==> config.mk <==
export PLATFORM = sky130hd
export DESIGN_NAME = instr_fetch_queue
export DESIGN_NICKNAME = d
export VERILOG_FILES = /design/src/rtl/instr_fetch_queue.sv
export SDC_FILE = /design/constraint.sdc
export NUM_CORES = 1
export LEC_CHECK = 0
export BUFFER_PORTS_ARGS = -buffer_cell sky130_fd_sc_hd__buf_2
export CAP_MARGIN = 0
export CORE_MARGIN = 10
export CORE_UTILIZATION = 30
export DETAILED_ROUTE_END_ITERATION = 10
export HOLD_SLACK_MARGIN = 0.1
export SYNTH_ARGS = -nofsm -noshare
export SYNTH_HDL_FRONTEND = slang
export SYNTH_SLANG_ARGS = --single-unit
==> constraint.sdc <==
create_clock -name clk -period 3.5 [get_ports clk]
set_input_delay 0 -clock clk [delete_from_list [all_inputs] [get_ports clk]]
set_output_delay 0 -clock clk [all_outputs]
set_load 0.005 [all_outputs]
==> src/rtl/instr_fetch_queue.sv <==
// Instruction fetch front end: owns the PC, issues in-order word requests under a
// credit limit, and buffers PC-tagged responses in a FIFO toward decode.
module instr_fetch_queue #(
   parameter logic [31:0] RESET_PC = 32'h0000_0000,
   parameter int unsigned DEPTH    = 4
) (
   input  logic        clk,
   input  logic        rst,
   output logic        imem_req_valid,
   input  logic        imem_req_ready,
   output logic [31:0] imem_req_addr,
   input  logic        imem_rsp_valid,
   input  logic [31:0] imem_rsp_data,
   input  logic        redirect_valid,
   input  logic [31:0] redirect_pc,
   output logic        id_valid,
   input  logic        id_ready,
   output logic [31:0] id_instr,
   output logic [31:0] id_pc
);

   localparam int unsigned AW = $clog2(DEPTH);
   localparam int unsigned CW = AW + 1;

   typedef logic [AW-1:0] ptr_t;
   typedef logic [CW-1:0] cnt_t;

   localparam logic [CW:0] DEPTH_W = (CW+1)'(DEPTH);

   logic [31:0] fetch_pc_q, fetch_pc_d;
   logic [31:0] rsp_pc_q, rsp_pc_d;
   ptr_t        wr_ptr_q, wr_ptr_d;
   ptr_t        rd_ptr_q, rd_ptr_d;
   cnt_t        count_q, count_d;
   cnt_t        outstanding_q, outstanding_d;
   cnt_t        discard_q, discard_d;

   logic [31:0] pc_mem    [DEPTH];
   logic [31:0] instr_mem [DEPTH];

   logic        credit_ok;
   logic        req_fire;
   logic        pop;
   logic        rsp_ok;
   logic        push;
   logic [31:0] redirect_aligned;

   // Credit covers both buffered entries and in-flight requests, so a response never overflows.
   assign credit_ok        = ({1'b0, count_q} + {1'b0, outstanding_q}) < DEPTH_W;
   assign imem_req_valid   = !rst && !redirect_valid && credit_ok;
   assign imem_req_addr    = fetch_pc_q;
   assign id_valid         = !rst && !redirect_valid && (count_q != '0);
   assign id_instr         = instr_mem[rd_ptr_q];
   assign id_pc            = pc_mem[rd_ptr_q];

   assign req_fire         = imem_req_valid && imem_req_ready;
   assign pop              = id_valid && id_ready;
   assign rsp_ok           = imem_rsp_valid && (outstanding_q != '0);
   assign push             = rsp_ok && (discard_q == '0) && !redirect_valid;
   assign redirect_aligned = {redirect_pc[31:2], 2'b00};

   always_comb begin
      // NOTE: every variable gets a default first so no path leaves it unassigned (no latch).
      fetch_pc_d    = fetch_pc_q;
      rsp_pc_d      = rsp_pc_q;
      wr_ptr_d      = wr_ptr_q;
      rd_ptr_d      = rd_ptr_q;
      count_d       = count_q;
      outstanding_d = outstanding_q + cnt_t'(req_fire) - cnt_t'(rsp_ok);
      discard_d     = discard_q;

      if (redirect_valid) begin
         // The response arriving this cycle is itself dropped, so it leaves the discard budget.
         fetch_pc_d = redirect_aligned;
         rsp_pc_d   = redirect_aligned;
         wr_ptr_d   = '0;
         rd_ptr_d   = '0;
         count_d    = '0;
         discard_d  = outstanding_q - cnt_t'(rsp_ok);
      end else begin
         if (req_fire) fetch_pc_d = fetch_pc_q + 32'd4;
         if (rsp_ok && (discard_q != '0)) discard_d = discard_q - cnt_t'(1);
         if (push) begin
            rsp_pc_d = rsp_pc_q + 32'd4;
            wr_ptr_d = wr_ptr_q + ptr_t'(1);
         end
         if (pop) rd_ptr_d = rd_ptr_q + ptr_t'(1);
         count_d = count_q + cnt_t'(push) - cnt_t'(pop);
      end
   end

   always_ff @(posedge clk) begin
      // NOTE: state registers use non-blocking assignment so all flops update from pre-edge values.
      if (rst) begin
         fetch_pc_q    <= RESET_PC;
         rsp_pc_q      <= RESET_PC;
         wr_ptr_q      <= '0;
         rd_ptr_q      <= '0;
         count_q       <= '0;
         outstanding_q <= '0;
         discard_q     <= '0;
      end else begin
         fetch_pc_q    <= fetch_pc_d;
         rsp_pc_q      <= rsp_pc_d;
         wr_ptr_q      <= wr_ptr_d;
         rd_ptr_q      <= rd_ptr_d;
         count_q       <= count_d;
         outstanding_q <= outstanding_d;
         discard_q     <= discard_d;
      end
   end

   // NOTE: storage is not reset; entries are only read once count_q marks them written.
   always_ff @(posedge clk) begin
      if (push) begin
         pc_mem[wr_ptr_q]    <= rsp_pc_q;
         instr_mem[wr_ptr_q] <= imem_rsp_data;
      end
   end

endmodule

### Yosys cells after proc, flatten, opt, wreduce, memory -nomap -nowiden

Memory sizes are Yosys's and may differ from the RTL's. A register that Yosys moved wholly into a read port is not among the register bits.
Cells that the tools add are included.

* register bits after elaboration: 77
* memory bits (writable): 256
* bits of input ports: 70
* output and inout port bits: 98
* word-level logic and storage cells: 54
* memories: 2

Memories
* instr_mem: depth 4, bits a word 32, rd ports 1, clocked after memory_dff 1, wr ports 1, line 39 `logic [31:0] instr_mem [DEPTH];`
* pc_mem: depth 4, bits a word 32, rd ports 1, clocked after memory_dff 1, wr ports 1, line 38 `logic [31:0] pc_mem [DEPTH];`

* add/subtract/negate cells: 11
* order comparisons: 1
* mux-type cells: 12
* reduce and logical (&&, ||, !) cells: 19

Operators by type and width (count)
* 32-bit two-way mux: 4
* 32-bit by 3-bit adder with 32-bit output (second input constant): 2
* 1-bit logical AND: 9
* 3-bit nonzero test: 3
* 3-bit by 1-bit subtractor with 3-bit output: 3
* 2-bit two-way mux: 4
* 3-bit by 1-bit adder with 3-bit output: 2
* 3-bit two-way mux: 2
* 2-bit nonzero test: 3
* 2-bit by 1-bit adder with 2-bit output (second input constant): 2
* 3-bit by 3-bit adder with 4-bit output: 1
* 4-bit by 3-bit less-than comparator with 1-bit output (second input constant): 1
* 3-bit logical NOT: 1
* 3-bit by 1-bit subtractor with 3-bit output (second input constant): 1
* 1-bit logical NOT: 2
* 1-bit two-way mux: 2
* 2-bit OR reduction: 1

### Logic depth before layout (Yosys ltp)

* word-level depth: 6
* gate-level depth with buffers: 15
* depth with buffers taken out: 13

### Worst setup path before layout

Ideal clock, no wire load.

* kind: register to register
* start point: reg discard_q[0]
* end point: mem instr_mem[1][0], enable pin
* setup time: 0.427 ns
* arrival: 2.696 ns
* data required time: 3.073 ns
* slack: 0.377 ns
* cell stages (with the launch flop): 8
* path buffers: 2
* period minus slack after synthesis: 3.123 ns
* path through: dfxtp_1 -> inv_1 -> ha_1 -> and3b_1 -> clkbuf_2 -> and2_1 -> buf_2 -> and3_1

* cells in the longest elaborated chain, start to end: 5

Ends and longest elaborated chain
* from (decl): line 36 `cnt_t discard_q, discard_d;`
* from (signal assigned): line 109 `discard_q <= discard_d;`
* 3-bit logical NOT: line 59 `assign push = rsp_ok && (discard_q == '0) && !redirect_valid;`
* 1-bit logical AND (2 in a row): line 59
* 1-bit two-way mux: line 115 `if (push) begin`
* 1-bit two-way mux (not written as such): line 117 `instr_mem[wr_ptr_q] <= imem_rsp_data;`
* to (decl): line 39

No other way between the ends.

### Worst setup path in the final report

* start point: reg outstanding_q[2]
* end point: reg outstanding_q[2]

* cells in the longest elaborated chain, start to end: 6
* elaborated cells between the ends (all ways): 8
* classes of those cells: 3 x add/sub; 1 x order compare; 4 x reduce/logical

Ends and longest elaborated chain
* from (decl): line 35 `cnt_t outstanding_q, outstanding_d;`
* from (signal assigned): line 108 `outstanding_q <= outstanding_d;`
* 3-bit by 3-bit adder with 4-bit output: line 49 `assign credit_ok = ({1'b0, count_q} + {1'b0, outstanding_q}) < DEPTH_W;`
* 4-bit by 3-bit less-than comparator with 1-bit output: line 49
* 1-bit logical AND: line 50 `assign imem_req_valid = !rst && !redirect_valid && credit_ok;`
* 1-bit logical AND: line 56 `assign req_fire = imem_req_valid && imem_req_ready;`
* 3-bit by 1-bit adder with 3-bit output: line 69 `outstanding_d = outstanding_q + cnt_t'(req_fire) - cnt_t'(rsp_ok);`
* 3-bit by 1-bit subtractor with 3-bit output (*): line 69

Mark *: on every way between the ends. The rest lies on a longest branch, timed or not.
A chain may end at the register's enable or synchronous reset.

==> flow_metrics.env <==
export IMPL_fin_crit_sh_pct=80.2
export IMPL_wl_per_cell_um=19.5
export IMPL_grt_pass1_vias=8493
export IMPL_grt_start_max_net_pins=63
export IMPL_rsz0062_at_grt="no"
export IMPL_max_slew_margin_pct=31.2
export IMPL_dr_pass1_iters=5
export IMPL_rr_endpoint="outstanding_q[2]"
export IMPL_htreeDepth=2
export IMPL_ys_ff_latch=323
export IMPL_stdcell_count=1697
export IMPL_reg2reg_depth=11
export IMPL_internal_power_mw=6.77
export IMPL_syn_area_um2=13200
export IMPL_clkPwrFrac_pct=40.2
export IMPL_clock_fmax_ghz=0.356
export IMPL_cts_root_buf="clkbuf_16"
export IMPL_path_clk_slew_ns=0.06
export IMPL_die_y_um=230
export IMPL_num_rows=76
export IMPL_ios=168
export IMPL_cts_tree="built"
export IMPL_grt_util_all_layers_pct=12.5
export IMPL_synth_warnings=0
export IMPL_setup_ws_ns=0.693
export IMPL_totalWireLength_um=33100
export IMPL_drive_above_1_share_pct=28.0
export IMPL_grt_pass1_wl_um=51600
export IMPL_cts_sinks=323
export IMPL_status="complete, no violations"
export IMPL_r2r_setup_slack_ns=0.69
export IMPL_clock_path_buffers=3
export IMPL_synth_commonest_cells="edfxtp_1, dfxtp_1, mux4_2"
export IMPL_die_w_um=230
export IMPL_avgSynthCellArea_um2=15.7
export IMPL_hp_class="primary input to flip-flop"
export IMPL_cts_resized=0
export IMPL_power_total_mw=8.89
export IMPL_yosysMostFrequentCell="edfxtp_1"
export IMPL_drtIter0Drc=716
export IMPL_cts_buffers=36
export IMPL_tightest_slew_ns=1.03
export IMPL_power_frac_seq_pct=50.0
export IMPL_viasPerCell=4.85
export IMPL_drc=0
export IMPL_p_sw_mw=2.12
export IMPL_endpoint="outstanding_q[2]"
export IMPL_power_leakage_nw=5.62
export IMPL_p_per_area_nw_per_um2=537
export IMPL_pwr_share_comb_pct=9.8
export IMPL_worstPathMaxFanout=15
export IMPL_detailedPlace_worstSlack_ns=0.682
export IMPL_fin_skew_ns=0.0237
export IMPL_startpoint_type="flip-flop"
export IMPL_ys_types=57
export IMPL_synthTopCellsByArea="edfxtp_1, dfxtp_1, mux4_2"
export IMPL_yosysTopAreaCell="edfxtp_1"
export IMPL_syn2layout_area_growth_pct=25.6
export IMPL_ys_async_sr_fraction_pct=0
export IMPL_core_area_um2=43300
export IMPL_hold_violations=0
export IMPL_ir_worst_vdd_v=0.000262
export IMPL_critPathRequiredTime_ns=3.92
export IMPL_initial_core_util_pct=30.5
export IMPL_postSynthCellCount=841
export IMPL_startpoint="outstanding_q[2]"
export IMPL_synth_seq_area_share_pct=67.9
export IMPL_drv_cap=0
export IMPL_cp_arrival_ns=3.22
export IMPL_antenna_found_initial=3
export IMPL_hpwl_um=22200
export IMPL_final_antenna_net_count=0
export IMPL_finalWeightedCongestion=0.826
export IMPL_layout_nets=1173
export IMPL_synth_flop_cell="edfxtp_1"
export IMPL_r2r_start="outstanding_q[2]"
export IMPL_setup_tns_ns=0
export IMPL_dp_cells=1563
export IMPL_dieArea_um2=52700
export IMPL_utilization_pct=38.3
export IMPL_critPathKind="flip-flop to flip-flop"
export IMPL_finalMaxSlewViolations=0
export IMPL_hold_path_startpoint="imem_req_ready"
export IMPL_period_needed_ns=2.81
export IMPL_swShare_pct=23.8
export IMPL_clk_latency_ns=0.54
export IMPL_end_kind="flip-flop"
export IMPL_synth_edf_count=248
export IMPL_grt_overflow_total=0
export IMPL_num_vias=8225
export IMPL_finalSetupViolCount=0
export IMPL_synth_top_area_share_pct=56.5
export IMPL_portBuffers=161
-- critical path, stage by stage, from the launching register on --
cell and delay [ns]:
dfxtp_1 0.44, ha_1 0.29, nor4b_2 0.35, and2_1 0.22, inv_2 0.12, ha_1 0.30
inv_1 0.04, ha_1 0.18, fa_1 0.37, xnor2_1 0.18, xnor2_1 0.14, nor2_1 0.05
-- final cells by class --
class	count	area, um^2
Antenna cell	2	5.00
Clock buffer	44	1010
Clock inverter	19	126
Fill cell	4072	26700
Inverter	27	101
Multi-Input combinational cell	451	3950
Sequential cell	323	8960
Tap cell	585	732
Timing Repair Buffer	246	1680
-- cells in the final DEF (no fill, tap or decap), drive strengths merged, types with 9 or more instances in the layout --
cell           n
nand2         41
and4           9
buf          177
inv           29
clkbuf        44
a211oi        14
clkinv        14
edfxtp       248
a21boi        13
o21ai         12
and2           9
a21oi         26
ha            16
a31oi         10
xor2           9
nand3         35
nor4          20
xnor2         36
nand4         19
nor3          13
dfxtp         75
mux4          62
dlygate4sd3   69
nor2          37
and3          16
-- power groups by stage --
stage	logic (mW)	clock network (mW)	registers, mW
after global routing	0.977	3.87	4.47
after CTS	0.891	3.68	4.45
after floorplan	0.506	0	4.49
after detailed placement	0.825	0	4.53
after global placement	0.817	0	4.52
final	0.871	3.57	4.45
-- metrics by stage --
stage	instance area [um^2]	hold slack (ns)
floorplan	13200	0.0989
global placement	14700	0.218
detailed placement	14700	0.219
CTS	16600	0.172
global route	16600	0.207
finish	16600	0.198
-- worst min path at each step --
stage / end / slack, ns / cells past startpoint
2_1_floorplan: instr_mem[0][0] / 0.1 / 0
3_3_place_gp: instr_mem[0][0] / 0.22 / 1
3_5_place_dp: instr_mem[2][0] / 0.22 / 1
4_1_cts: imem_req_addr[5] / 0.17 / 5
5_1_grt: imem_req_addr[5] / 0.21 / 5
6_report: imem_req_addr[5] / 0.20 / 5
-- per-layer routing --
| metal | vias up | global-route usage, % | share of wire [%] |
|---|---|---|---|
| li1 | 3789 | - | - |
| met1 | 4139 | 17.2 | 46 |
| met2 | 263 | 19.1 | 46 |
| met3 | 34 | 3.49 | 6.6 |
| met4 | 0 | 2.92 | 1.4 |
| met5 | - | 0 | 0 |
-- cell families after synthesis --
logic type	share of synthesized area, %
flip-flops	67.9
adder cells (fa/ha/maj)	1.82
buffers and inverters	2.36
other	0.0285
AO/OA/AOI/OAI	5.16
XOR/XNOR	2.99
AND/OR/NAND/NOR	8.98
multiplexers	10.7
-- timing repair --
item | CTS | global route
hold endpoints to repair | 194 | 0
hold buffers | 69 | 0
buffers inserted | 0 | 0
-- sequential cells by signal (all words and copies together), names as in the netlist, named ones only --
signal	flops
pc_mem	120
outstanding_q	3
discard_q	3
wr_ptr_q	2
rd_ptr_q	2
imem_req_addr	30
instr_mem	128
count_q	3
rsp_pc_q	30
Note: power is estimated with default switching activity, not from simulation.
